--- config.mk ---
export PLATFORM = sky130hd
export DESIGN_NAME = tv80_mem_arbiter
export DESIGN_NICKNAME = d
export VERILOG_FILES = /design/src/rtl/tv80_arb_pkg.sv /design/src/rtl/tv80_rr_pick.sv /design/src/rtl/tv80_mem_arbiter.sv
export SDC_FILE = /design/constraint.sdc
export NUM_CORES = 1
export LEC_CHECK = 0
export ABC_AREA = 1
export ABC_CLOCK_PERIOD_IN_PS = 2380
export CAP_MARGIN = 20
export CORE_ASPECT_RATIO = 1.75
export CORE_MARGIN = 8
export CORE_UTILIZATION = 40
export DETAILED_ROUTE_END_ITERATION = 8
export PLACE_DENSITY = 0.8
export SYNTH_ARGS = -nofsm -noshare
export SYNTH_HDL_FRONTEND = slang
export SYNTH_SLANG_ARGS = --single-unit
export TNS_END_PERCENT = 20
--- constraint.sdc ---
create_clock -name clk -period 2.38 [get_ports clk]
set_clock_uncertainty 0.1 [all_clocks]
set_input_delay 0.476 -clock clk [delete_from_list [all_inputs] [get_ports clk]]
set_output_delay 0.476 -clock clk [all_outputs]
set_load 0.02 [all_outputs]
--- src/rtl/tv80_arb_pkg.sv ---
// Shared types and defaults for the tv80 memory arbiter family.
// Latency: n/a (declarations only).
// Backpressure: n/a.
package tv80_arb_pkg;

    // Arbiter phases: IDLE picks a winner, BUS runs the memory handshake,
    // DONE pulses ack back to the served core.
    typedef enum logic [1:0] {
        ARB_IDLE = 2'd0,
        ARB_BUS  = 2'd1,
        ARB_DONE = 2'd2
    } arb_state_t;

    localparam int ARB_AW_DEF = 16;
    localparam int ARB_DW_DEF = 8;

endpackage

--- src/rtl/tv80_rr_pick.sv ---
// Round-robin one-hot picker: lowest set request at or above ptr, with wrap.
// Latency: purely combinational.
// Backpressure: none; the caller decides when to act on pick.
//
// Ports:
//   req  - request vector, one bit per requester
//   ptr  - index with highest priority this round (must be < N)
//   pick - one-hot winner, all zero when req is zero
module tv80_rr_pick #(
    parameter int N  = 4,
    parameter int PW = (N > 1) ? $clog2(N) : 1
) (
    input  logic [N-1:0]  req,
    input  logic [PW-1:0] ptr,
    output logic [N-1:0]  pick
);

    logic [N-1:0] w_rot;
    logic [N-1:0] w_first;

    // Rotate requests right by ptr so the priority position lands on bit 0.
    assign w_rot   = N'({req, req} >> ptr);

    // Two's-complement trick isolates the lowest set bit.
    assign w_first = w_rot & (-w_rot);

    // Rotate the winner back left by ptr into original core numbering.
    assign pick    = N'(({w_first, w_first} << ptr) >> N);

endmodule

--- src/rtl/tv80_mem_arbiter.sv ---
// Round-robin arbiter sharing one memory port among NCPU tv80 cores.
// Latency: req sampled at edge k -> mem_req in k+1, ack in k+2 plus memory wait cycles.
// Backpressure: losers and the core in flight are stalled via wait_n; memory stalls via mem_ack.
//
// Ports:
//   clk, reset           - shared clock, asynchronous active-high reset
//   req/wr/addr/wdata    - per-core bus cycle (level request, held until ack)
//   wait_n/ack/rdata     - per-core stall, one-cycle completion, read data
//   grant                - one-hot core in service, zero when idle
//   mem_req/we/addr/wdata, mem_rdata/mem_ack - single memory handshake
module tv80_mem_arbiter
    import tv80_arb_pkg::*;
#(
    parameter int NCPU = 4,
    parameter int AW   = ARB_AW_DEF,
    parameter int DW   = ARB_DW_DEF
) (
    input  logic                 clk,
    input  logic                 reset,
    input  logic [NCPU-1:0]      req,
    input  logic [NCPU-1:0]      wr,
    input  logic [NCPU*AW-1:0]   addr,
    input  logic [NCPU*DW-1:0]   wdata,
    output logic [NCPU-1:0]      wait_n,
    output logic [NCPU-1:0]      ack,
    output logic [DW-1:0]        rdata,
    output logic [NCPU-1:0]      grant,
    output logic                 mem_req,
    output logic                 mem_we,
    output logic [AW-1:0]        mem_addr,
    output logic [DW-1:0]        mem_wdata,
    input  logic [DW-1:0]        mem_rdata,
    input  logic                 mem_ack
);

    localparam int PW = (NCPU > 1) ? $clog2(NCPU) : 1;

    arb_state_t      r_state;
    arb_state_t      w_next;
    logic [PW-1:0]   r_ptr;
    logic [NCPU-1:0] r_grant;
    logic [DW-1:0]   r_rdata;
    logic            r_mem_req;
    logic            r_mem_we;
    logic [AW-1:0]   r_mem_addr;
    logic [DW-1:0]   r_mem_wdata;

    logic [NCPU-1:0] w_pick;
    logic            w_load;
    logic            w_bus_end;
    logic            w_done;
    logic [AW-1:0]   w_sel_addr;
    logic [DW-1:0]   w_sel_wdata;
    logic            w_sel_we;
    logic [PW-1:0]   w_gidx;
    logic [PW-1:0]   w_ptr_next;

    tv80_rr_pick #(
        .N  (NCPU),
        .PW (PW)
    ) u_pick (
        .req  (req),
        .ptr  (r_ptr),
        .pick (w_pick)
    );

    // Winner's bus cycle, selected by the one-hot pick.
    always_comb begin
        w_sel_addr  = '0;
        w_sel_wdata = '0;
        w_sel_we    = 1'b0;
        for (int i = 0; i < NCPU; i++) begin
            if (w_pick[i]) begin
                w_sel_addr  = addr[i*AW +: AW];
                w_sel_wdata = wdata[i*DW +: DW];
                w_sel_we    = wr[i];
            end
        end
    end

    // Index of the core in service; the next round starts just past it.
    always_comb begin
        w_gidx = '0;
        for (int i = 0; i < NCPU; i++) begin
            if (r_grant[i]) begin
                w_gidx = PW'(i);
            end
        end
        w_ptr_next = (int'(w_gidx) == NCPU - 1) ? '0 : w_gidx + 1'b1;
    end

    always_ff @(posedge clk or posedge reset) begin
        if (reset) begin
            r_state <= ARB_IDLE;
        end else begin
            r_state <= w_next;
        end
    end

    always_comb begin
        w_next    = r_state;
        w_load    = 1'b0;
        w_bus_end = 1'b0;
        w_done    = 1'b0;
        ack       = '0;
        case (r_state)
            ARB_IDLE: begin
                if (|req) begin
                    w_load = 1'b1;
                    w_next = ARB_BUS;
                end
            end
            ARB_BUS: begin
                if (mem_ack) begin
                    w_bus_end = 1'b1;
                    w_next    = ARB_DONE;
                end
            end
            ARB_DONE: begin
                // Requests still high here are only looked at again from IDLE.
                w_done = 1'b1;
                ack    = r_grant;
                w_next = ARB_IDLE;
            end
            default: begin
                w_next = ARB_IDLE;
            end
        endcase
    end

    always_ff @(posedge clk or posedge reset) begin
        if (reset) begin
            r_ptr       <= '0;
            r_grant     <= '0;
            r_rdata     <= '0;
            r_mem_req   <= 1'b0;
            r_mem_we    <= 1'b0;
            r_mem_addr  <= '0;
            r_mem_wdata <= '0;
        end else begin
            if (w_load) begin
                r_grant     <= w_pick;
                r_mem_req   <= 1'b1;
                r_mem_we    <= w_sel_we;
                r_mem_addr  <= w_sel_addr;
                r_mem_wdata <= w_sel_wdata;
            end
            if (w_bus_end) begin
                r_mem_req <= 1'b0;
                if (!r_mem_we) begin
                    r_rdata <= mem_rdata;
                end
            end
            if (w_done) begin
                r_ptr   <= w_ptr_next;
                r_grant <= '0;
            end
        end
    end

    // A core runs freely when it is not asking, or in its completion cycle.
    assign wait_n    = ~req | ack;
    assign grant     = r_grant;
    assign rdata     = r_rdata;
    assign mem_req   = r_mem_req;
    assign mem_we    = r_mem_we;
    assign mem_addr  = r_mem_addr;
    assign mem_wdata = r_mem_wdata;

endmodule

==> results.toml <==
[pwr]
power.density_nw_per_um2 = 1434
combPwrFrac_pct = 71.2
switching_share_pct = 46.84
seq_power_share_pct = 17.9
p_int_w = 0.003866
p_switching_w = 0.003407
pwr-share-clk_pct = 10.9
ir_worst_vdd_mv = 0.6849
p_leak_nw = 2.439

[detailed_routing]
ant_nets = 0
vias = 3659
dr.pass1.iters = 5
dr.first_iter.drc_count = 246
via_per_inst = 5.257
drc = 0
routed_wl_um = 11820
wl_per_cell_um = 16.99

[worst_setup_path]
r2r_setup_slack_ns = 0.23
reg2reg_to = "mem_addr[1]$_DFFE_PP0P_"
crit_arrival_ns = 1.69
end_kind = "primary output"
crit_type = "register to primary output"
worst_r2r_path_depth = 13
critPathLaunchType = "register"
critPathMaxFanout = 10
r2r_start = "r_ptr[1]$_DFFE_PP0P_"
cp.required_ns = 1.80

[clocking]
cts.repair.resized = 8
clock_path_buffers = 2
clkLatencyLatePin_ns = 0.28
cts_root_buffer = "clkbuf_16"
cts_buffers = 5
cts_tree = "done"
cts.sinks = 42
clk_pin_slew_ns = 0.06
hold_buffers = 0
htree_num_levels = 2
cts_setup_buffers = 0

[die]
die_w_um = 81.73
dieHeight_um = 131.0
die_area_um2 = 10710
io_pins = 161
start_util_pct = 40.53
core_um2 = 7462
rows = 42

[grt]
grt_pass1_wl_um = 18460
antenna_found_initial = 0
grt_usage_pct = 21.90
grt_pass1_vias = 3862
grt_overflow = 0
grt_max_degree = 27

[place]
portBuffers = 160
dp_hpwl_um = 9515
place_area_um2 = 4903
gp_congestion = 0.8307

[cells_and_area]
multiInputGateArea_um2 = 1634
area_growth_syn_to_layout_pct = 67.77
layout-drive-gt1-share_pct = 11.18
seq_area_um2 = 1051
nets = 723
fin_area_um2 = 5074
n_antenna_cell = 0
nFillCells = 648

[yosys]
syn-cell-area_um2 = 3024
syn_nets = 555
yosysWarnings = 0
synth_top_area_share_pct = 34.75
synthFlopType = "dfrtp_1"
async_reset_ff_share_pct = 100.0
synth_seq_cells = 42
yosysTopAreaCell = "dfrtp_1"
synth.most_common_cell = "nand2_1"
synth.avg_cell_area_um2 = 6.873
synth_cell_types = 28
synth_cells = 440
synth_area_leaders = "dfrtp_1 35%, nand2_1 14%, nand3_1 14%, nor2_1 7.0%, nand4_1 5.6%"
synth_edf_count = 0
synth_commonest_cells = "116 x nand2_1, 86 x nand3_1, 56 x nor2_1"
ys_seq_area_share_pct = 34.75

[timing]
min_period_over_period_pct = 95.14
tightest_slew_ns = 0.5399
timing.final.hold_violations = 0
slew_viol_final = 0
setup_viol = 0
tns_ns = 0
rsz0062_at_grt = "false"
max_freq_mhz = 441.6
timing.final.crit_period_ns = 2.264
relSlewSlack_pct = 63.96

[flow_run]
drv_cap = 0

[min_path]
min_delay_worst_endpoint = "rdata[7]$_DFFE_PP0P_"
min-delay-start = "rdata[7]$_DFFE_PP0P_"
hold_depth = 1
min_path_type = "register to register"

[run_status]
status = "finished, final reports clean"
## worst max-delay path, stage by stage (launching register included)
cell	delay (ns)
dfrtp_1	0.41
inv_1	0.07
nor2_1	0.16
clkinv_2	0.16
o21ai_0	0.22
dlygate4sd2_1	0.38
## flip-flops by register name, indices dropped and copies added (netlist names)
register   cells
mem_req        1
r_ptr          2
rdata          8
mem_wdata      8
r_state        2
mem_we         1
grant          4
mem_addr      16
## cell type report
| type | instances | share of cell area, % |
|---|---|---|
| repair buffers | 189 | 38.45 |
| well taps | 88 | 2.170 |
| inverters | 42 | 3.132 |
| flip-flops and latches | 42 | 20.72 |
| multi-input cells | 328 | 32.21 |
| clock buffers | 6 | 2.737 |
| clock inverters | 1 | 0.5919 |
## per-layer routing
layer  track usage, %  up-vias  part of all wire [%]  wire [µm]
li1                 -     1769                     -          -
met2            39.96      161                    54       6415
met4            10.91        0                   4.4        519
met1            23.23     1698                    35       4146
met5                0        -                     0          0
met3            3.288       31                   6.3        741
## cell families after synthesis
logic type / share of synthesized area (%)
buffers and inverters: 11.58
flip-flops: 34.75
multiplexers: 2.979
AND/OR/NAND/NOR: 48.24
AO/OA/AOI/OAI: 2.441
## worst max-delay path by stage
stage / depth (start not counted) / start / endpoint
after floorplan: 14 / r_ptr[1]$_DFFE_PP0P_ / mem_wdata[0]$_DFFE_PP0P_
after global placement: 9 / req[2] / grant[3]$_DFFE_PP0P_
after detailed placement: 9 / req[2] / grant[0]$_DFFE_PP0P_
after CTS: 5 / r_state[1]$_DFFE_PP0P_ / ack[0]
after global routing: 5 / r_state[1]$_DFFE_PP0P_ / wait_n[0]
final: 5 / r_state[1]$_DFFE_PP0P_ / wait_n[0]
## stage by stage
stage / power (W) / hold WS (ns) / worst slack, ns / util, % / cells
finish: 0.007274 / 0.4087 / 0.1156 / 67.99 / 696
global route: 0.007822 / 0.4156 / 0.01137 / 67.99 / 696
CTS: 0.007303 / 0.4083 / 0.03234 / 67.87 / 696
detailed placement: 0.006485 / 0.3975 / -0.1958 / 65.71 / 689
global placement: 0.006367 / 0.3878 / -0.1433 / 65.71 / 689
floorplan: 0.004451 / 0.3524 / 0.5125 / - / 440
## layout by cell type, fill, tap and decap left out
cell / instances
inv_1: 38
nand3b_2: 1
a221oi_1: 1
clkbuf_16: 5
clkdlybuf4s50_1: 152
buf_4: 18
o22ai_1: 2
nand3_4: 1
nand3b_4: 1
nand3_2: 6
mux2_2: 8
buf_12: 11
inv_2: 3
dfrtp_1: 42
nand2_1: 116
bufinv_16: 1
dlymetal6s2s_1: 1
nand3_1: 86
nor2_4: 1
nand4_1: 27
nor4_1: 1
o21ai_0: 9
o31ai_1: 1
clkinv_2: 1
dlygate4sd2_1: 7
nand2_4: 4
and3_1: 1
nor3_4: 1
clkbuf_8: 1
nor2_1: 56
nand2_2: 5
## power by group through the flow
stage / clock network, W / registers [W] / logic, W
floorplan: 0 / 0.00162 / 0.00283
global placement: 0 / 0.00129 / 0.00508
detailed placement: 0 / 0.00130 / 0.00518
CTS: 0.000802 / 0.00130 / 0.00520
global route: 0.000833 / 0.00134 / 0.00565
finish: 0.000794 / 0.00130 / 0.00518
Power figures use the tool's default switching activity.
